File: config.mk
export PLATFORM = sky130hd
export DESIGN_NAME = shift_chain_sched
export DESIGN_NICKNAME = d
export VERILOG_FILES = /design/src/rtl/shift_chain_sched.sv
export SDC_FILE = /design/constraint.sdc
export NUM_CORES = 1
export LEC_CHECK = 0
export CORE_MARGIN = 8
export CORE_UTILIZATION = 45
export DETAILED_ROUTE_END_ITERATION = 10
export PLACE_DENSITY = 0.87
export SYNTH_ARGS = -nofsm -noshare
export SYNTH_HDL_FRONTEND = slang
export SYNTH_SLANG_ARGS = --single-unit
File: constraint.sdc
create_clock -name clk -period 2 [get_ports clk]
set_input_delay 0.2 -clock clk [delete_from_list [all_inputs] [get_ports clk]]
set_output_delay 0.2 -clock clk [all_outputs]
set_load 0.02 [all_outputs]
File: src/rtl/shift_chain_sched.sv
// -----------------------------------------------------------------------------
// shift_chain_sched
//
// Round-robin scheduler that shares one external WIDTH-bit serial shift chain
// between two requesters. It accepts a parallel word from the granted
// requester and shifts it into the chain, one bit per cycle. In the same
// cycles it captures the bits coming back from the chain and, once the
// transfer is complete, presents them as a parallel response word.
//
// Optional build macro:
//   SHIFT_SCHED_LSB_FIRST_EN  - when defined, both the outgoing and returning
//                               bit streams are LSB first. When undefined,
//                               they are MSB first. Timing, handshake and
//                               arbitration are the same in both builds.
//
// Ports:
//   clk                 clock; all state updates on posedge
//   rst                 synchronous active-high reset
//   req0_valid/_data    requester 0 word offer
//   req0_ready          requester 0 word accepted this cycle
//   req1_valid/_data    requester 1 word offer
//   req1_ready          requester 1 word accepted this cycle
//   sh_en               chain shift enable (chain shifts on posedge when 1)
//   sh_out              serial bit driven into the chain
//   sh_in               serial bit returning from the chain
//   resp_valid          one-cycle response pulse, no backpressure
//   resp_data           word captured from sh_in (held until the next response)
//   resp_id             requester that owns the response
//   busy                scheduler is not idle
// -----------------------------------------------------------------------------
module shift_chain_sched #(
    parameter int WIDTH = 32
) (
    input  logic             clk,
    input  logic             rst,
    input  logic             req0_valid,
    input  logic [WIDTH-1:0] req0_data,
    output logic             req0_ready,
    input  logic             req1_valid,
    input  logic [WIDTH-1:0] req1_data,
    output logic             req1_ready,
    output logic             sh_en,
    output logic             sh_out,
    input  logic             sh_in,
    output logic             resp_valid,
    output logic [WIDTH-1:0] resp_data,
    output logic             resp_id,
    output logic             busy
);

    localparam int CW = $clog2(WIDTH);
    localparam logic [CW-1:0] CNT_LAST = CW'(WIDTH - 1);

    typedef enum logic [1:0] {
        IDLE  = 2'd0,
        SHIFT = 2'd1,
        DONE  = 2'd2
    } state_t;

    state_t           state_reg, state_next;
    logic             rr_ptr_reg;
    logic             id_reg;
    logic [CW-1:0]    cnt_reg;
    logic [WIDTH-1:0] tx_reg;
    logic [WIDTH-1:0] rx_reg;
    logic [WIDTH-1:0] resp_data_reg;
    logic             resp_id_reg;

    logic             grant;
    logic             handshake;
    logic             cnt_last;
    logic             tx_bit;
    logic [WIDTH-1:0] tx_shifted;
    logic [WIDTH-1:0] rx_shifted;
    logic [1:0]       req_valid_vec;
    logic [1:0]       req_ready_vec;

    assign req_valid_vec = {req1_valid, req0_valid};

    // With both requesters valid the pointer decides; otherwise the single
    // valid requester wins (grant is only meaningful when one is valid).
    always_comb begin
        grant = req1_valid;
        if (req0_valid && req1_valid) begin
            grant = rr_ptr_reg;
        end
    end

    // Ready is masked while rst is high so nothing is accepted during reset.
    generate
        for (genvar gi = 0; gi < 2; gi++) begin : g_ready
            assign req_ready_vec[gi] = (state_reg == IDLE) && !rst &&
                                       req_valid_vec[gi] && (grant == 1'(gi));
        end
    endgenerate

    assign req0_ready = req_ready_vec[0];
    assign req1_ready = req_ready_vec[1];
    assign handshake  = |req_ready_vec;
    assign cnt_last   = (cnt_reg == CNT_LAST);

`ifdef SHIFT_SCHED_LSB_FIRST_EN
    assign tx_bit     = tx_reg[0];
    assign tx_shifted = tx_reg >> 1;
    assign rx_shifted = {sh_in, rx_reg[WIDTH-1:1]};
`else
    assign tx_bit     = tx_reg[WIDTH-1];
    assign tx_shifted = tx_reg << 1;
    assign rx_shifted = {rx_reg[WIDTH-2:0], sh_in};
`endif

    always_comb begin
        state_next = state_reg;
        case (state_reg)
            IDLE:    if (handshake) state_next = SHIFT;
            SHIFT:   if (cnt_last)  state_next = DONE;
            DONE:    state_next = IDLE;
            default: state_next = IDLE;
        endcase
    end

    always_ff @(posedge clk) begin
        if (rst) begin
            state_reg     <= IDLE;
            rr_ptr_reg    <= 1'b0;
            id_reg        <= 1'b0;
            cnt_reg       <= '0;
            tx_reg        <= '0;
            rx_reg        <= '0;
            resp_data_reg <= '0;
            resp_id_reg   <= 1'b0;
        end else begin
            state_reg <= state_next;
            case (state_reg)
                IDLE: begin
                    if (handshake) begin
                        tx_reg     <= grant ? req1_data : req0_data;
                        id_reg     <= grant;
                        rr_ptr_reg <= ~grant;
                        cnt_reg    <= '0;
                        rx_reg     <= '0;
                    end
                end
                SHIFT: begin
                    tx_reg <= tx_shifted;
                    rx_reg <= rx_shifted;
                    if (cnt_last) begin
                        // Latch the completed word on the final shift so the
                        // response stays stable until the next transfer ends.
                        resp_data_reg <= rx_shifted;
                        resp_id_reg   <= id_reg;
                    end else begin
                        cnt_reg <= cnt_reg + 1'b1;
                    end
                end
                default: ;
            endcase
        end
    end

    assign sh_en      = (state_reg == SHIFT);
    assign sh_out     = sh_en & tx_bit;
    assign resp_valid = (state_reg == DONE);
    assign resp_data  = resp_data_reg;
    assign resp_id    = resp_id_reg;
    assign busy       = (state_reg != IDLE);

endmodule

After elaboration in Yosys (flattened, before gate mapping)
Index checks and enable logic that the tools add are counted.

storage, ports and cells
  input bits = 69
  output and inout bits = 39
  register bits after elaboration = 105

cells by class
  reductions and logical operators = 16
  muxes and demuxes = 12
  add/subtract/negate cells = 1
  bitwise logic cells = 2
  eq/ne operators = 6

operator list
  operator                                                                number
  32-bit 2-to-1 mux                                                       2
  32-bit case mux with 2 select lines                                     1
  31-bit case mux with 2 select lines                                     1
  31-bit 2-to-1 mux                                                       1
  5-bit 2-to-1 mux                                                        2
  5-bit case mux with 2 select lines                                      1
  2-bit AND reduction                                                     4
  1-bit logical AND                                                       6
  5-bit by 1-bit adder with 5-bit output (second input constant)          1
  5-bit equality test (second input constant)                             1
  2-bit 2-to-1 mux                                                        2
  2-bit != test (second input constant)                                   2
  2-bit case mux with 2 select lines                                      1
  2-bit nonzero test                                                      2
  3-bit AND reduction                                                     1
  2-bit by 1-bit equality test with 1-bit output (second input constant)  1
  2-bit equality test (second input constant)                             1
  2-bit logical NOT                                                       1
  2-bit by 1-bit != test with 1-bit output (second input constant)        1
  2-bit OR reduction                                                      1
  1-bit AND                                                               1
  1-bit logical NOT                                                       1
  1-bit 2-to-1 mux                                                        1
  1-bit inverter                                                          1

Longest topological paths before layout
  word-level depth = 7
  mapped depth = 7
  mapped depth without buffers = 6

Least setup slack after synthesis
No wires, ideal clock.

  kind = reg2reg
  from = register cnt_reg[0]
  to = register cnt_reg[3]
  path buffers = 1
  required time = 1.930 ns
  stages on the path, launching flop included = 8
  arrival time = 1.864 ns
  setup time = 0.070 ns
  period minus slack after synthesis = 1.934 ns
  slack = 0.066 ns
  cell sequence = dfxtp_1 > ha_1 > and3_1 > ha_1 > or3b_1 > clkbuf_1 > or3_1 > a21oi_1

on the way
  longest elaborated chain between the ends = 3

ends and longest elaborated chain
  element                                                                        line      text
  start, declared                                                                63        logic [CW-1:0] cnt_reg;
  start signal, assigned                                                         153       cnt_reg <= cnt_reg + 1'b1;
  5-bit by 1-bit adder with 5-bit output or 5-bit equality test (tied branches)  153, 100
  5-bit 2-to-1 mux or 2-bit != test (tied branches)                              n/a
  5-bit case mux with 2 select lines or 3-bit AND reduction (tied branches)      n/a

Several ways; a longest one is shown, not always the timed one. The select of a mux whose other input is x is not followed.
A chain may end at the register's enable or synchronous reset.

Worst setup path in the final report
Same ends and word-level chain as after synthesis.

==> impl_metrics.env <==
export IMPL_status="finished, final reports clean"
export IMPL_ctsHoldBuffers=0
export IMPL_numClockSinks=105
export IMPL_die_x_um=117.7
export IMPL_drive_above_1_share=0.08039
export IMPL_synth_area_mm2=0.004653
export IMPL_synth_top_area_cell="dfxtp_1"
export IMPL_synth_nets=606
export IMPL_tightest_slew_ns=0.5898
export IMPL_synth_cell_type_count=32
export IMPL_routed_wl_um=11970
export IMPL_cp_arrival_ns=2.19
export IMPL_path_cells="ha_1, and3_1, ha_1, or3b_4, or3_1, a21oi_1"
export IMPL_clk_pin_slew_ns=0.10
export IMPL_path_common_cell="ha_1"
export IMPL_cts_max_level=3
export IMPL_place_congestion=0.8112
export IMPL_drt_wirelength_per_cell_um=15.78
export IMPL_firstDrtPassIters=4
export IMPL_grt_pass1_wl_um=20420
export IMPL_cts_made_buffers=9
export IMPL_hp_class="in2reg"
export IMPL_final_cells=758
export IMPL_synth_seq_area_share=0.4517
export IMPL_cp_slowest_cell="or3b_4"
export IMPL_slew_violations=0
export IMPL_max_stage_delay_ns=0.41
export IMPL_synth_cells=535
export IMPL_vias=4245
export IMPL_fin_crit_ns=1.897
export IMPL_die_h_um=117.7
export IMPL_antenna_found_initial=0
export IMPL_grt_util_all_layers=0.1717
export IMPL_io_buffers=107
export IMPL_die_area_mm2=0.01385
export IMPL_worstPathRequired_ns=2.29
export IMPL_ir_drop_mv=0.4252
export IMPL_drc=0
export IMPL_start_util=0.4569
export IMPL_rows=37
export IMPL_area_delta_synth_final_pct=30.79
export IMPL_cts_root_buffer="clkbuf_8"
export IMPL_grt_pass1_vias=4342
export IMPL_first_iter_violations=339
export IMPL_cts_tree="built"
export IMPL_hpwlAfterDp_um=8512
export IMPL_p_per_area_mw_per_mm2=680.6
export IMPL_ioPinCount=108
export IMPL_ys_seq_elements=105
export IMPL_core_area_mm2=0.01018
export IMPL_gr_total_overflow=0
export IMPL_yosysWarnings=0
export IMPL_vias_per_cell=5.600
export IMPL_p_leak_nw=2.151
export IMPL_final_cell_mix="104 x dfxtp_1, 100 x clkdlybuf4s50_1, 40 x a21oi_1"
export IMPL_synth_area_leaders="dfxtp_1 45%, a22o_1 5.8%, nor4b_1 5.8%"
export IMPL_final_common_cell="dfxtp_1"
export IMPL_startpoint_type="register"
export IMPL_timing_final_crit_share=0.9483
export IMPL_avgSynthCellArea_um2=8.698
export IMPL_fin_setup_tns_ns=0
export IMPL_ant_nets=0
export IMPL_crit_path_end_kind="register"
export IMPL_cp_max_fo=7
export IMPL_hold_violations=0
export IMPL_clk_latency_ns=0.36
export IMPL_place_ws_ns=-0.008398
export IMPL_dp_cells=741
export IMPL_setup_slack_ns=0.1033
export IMPL_report_final_setup_viol=0
export IMPL_clock_skew_ns=0.01248
export IMPL_diodes=0
export IMPL_total_power_w=0.004142
export IMPL_clock_path_buffers=2
export IMPL_criticalPathCategory="reg2reg"
export IMPL_max_cap_violations=0
export IMPL_max_slew_margin=0.6068
export IMPL_yosysTopAreaCellShare=0.4517
export IMPL_fmax_ghz=0.5272
export IMPL_grt_max_degree=63
export IMPL_layout_nets=688
export IMPL_rsz0062_at_grt="false"
logic make-up (layout without fill, tap and decap cells):
| group | Yosys count | count (layout) | share of synthesized area |
|---|---|---|---|
| buffers and inverters | 93 | 180 | 0.08094 |
| AND/OR/NAND/NOR | 157 | 157 | 0.1979 |
| XOR/XNOR | 1 | 1 | 0.001883 |
| flip-flops | 105 | 105 | 0.4517 |
| adder cells (fa/ha/maj) | 2 | 2 | 0.005377 |
| AO/OA/AOI/OAI | 177 | 177 | 0.2622 |
layer usage:
layer  GRT usage  wire, um
met2      0.2812      5587
met5           0         0
met1      0.2085      5354
met4     0.05204       166
met3     0.05803       856
Yosys cell counts:
cell type  count
buf_4          1
a21boi_0       1
a21oi_1       41
and2_1         1
o311a_1        1
clkbuf_1      39
nor2_1         7
nor4b_1       31
inv_1         34
o211ai_1       2
xnor2_1        1
nand2_1       36
or3b_1         1
nor3b_2        1
or3_1          4
a211oi_1      31
and3_1         3
or2b_1         4
o21ai_0       35
o32ai_1       31
clkbuf_2       1
nor3_1         2
a311oi_1       1
o21bai_1       3
a22o_1        31
buf_2         18
nand3_1       35
dfxtp_1      105
nand3b_1       1
nor2b_1        3
ha_1           2
nand2b_1      28
report_power, final:
part | total (W) | switching (W) | leakage, nW | internal [W]
Sequential | 0.00221 | 0.0000399 | 0.855 | 0.00217
Combinational | 0.000677 | 0.000341 | 1.20 | 0.000337
Clock | 0.00125 | 0.000768 | 0.0957 | 0.000485
worst paths after layout:
check | from | end | slack [ns] | cells past startpoint
max | cnt_reg[0] | cnt_reg[3] | 0.10 | 6
min | req1_valid | id_reg | 0.21 | 3
max reg2reg | cnt_reg[0] | cnt_reg[3] | 0.10 | 6
min reg2reg | tx_reg[22] | tx_reg[22] | 0.46 | 2
layout make-up:
cell class | instances | area (um2)
clock inverter | 6 | 62.56
clock buffer | 10 | 127.6
sequential | 105 | 2103
fill | 841 | 4099
tap | 136 | 170.2
multi-input combinational | 337 | 2210
timing repair buffer | 130 | 1285
inverter | 34 | 127.6
metrics by stage:
stage                     instance area, um2  hold WS, ns    util
after floorplan                         4653       0.3257       -
after global placement                  5883       0.4354  0.5776
after detailed placement                5883       0.4414  0.5776
after CTS                               6081       0.1871  0.5971
after global routing                    6086       0.2297  0.5975
final                                   6086       0.2124  0.5975
repair_timing:
| item | CTS | global route |
|---|---|---|
| setup endpoints to repair | 6 | 3 |
| pin swaps | 0 | 0 |
| buffers inserted | 1 | 0 |
| gates resized for setup | 7 | 2 |
worst max-delay path: cells and delay by family (launching register included):
| kind | cells | cell delay, ns |
|---|---|---|
| AOI/OAI and AO/OA | 1 | 0.14 |
| DFF | 1 | 0.35 |
| and+or+nand+nor | 3 | 0.95 |
| adders and majority gates | 2 | 0.39 |
(Power assumes the default switching activity.)
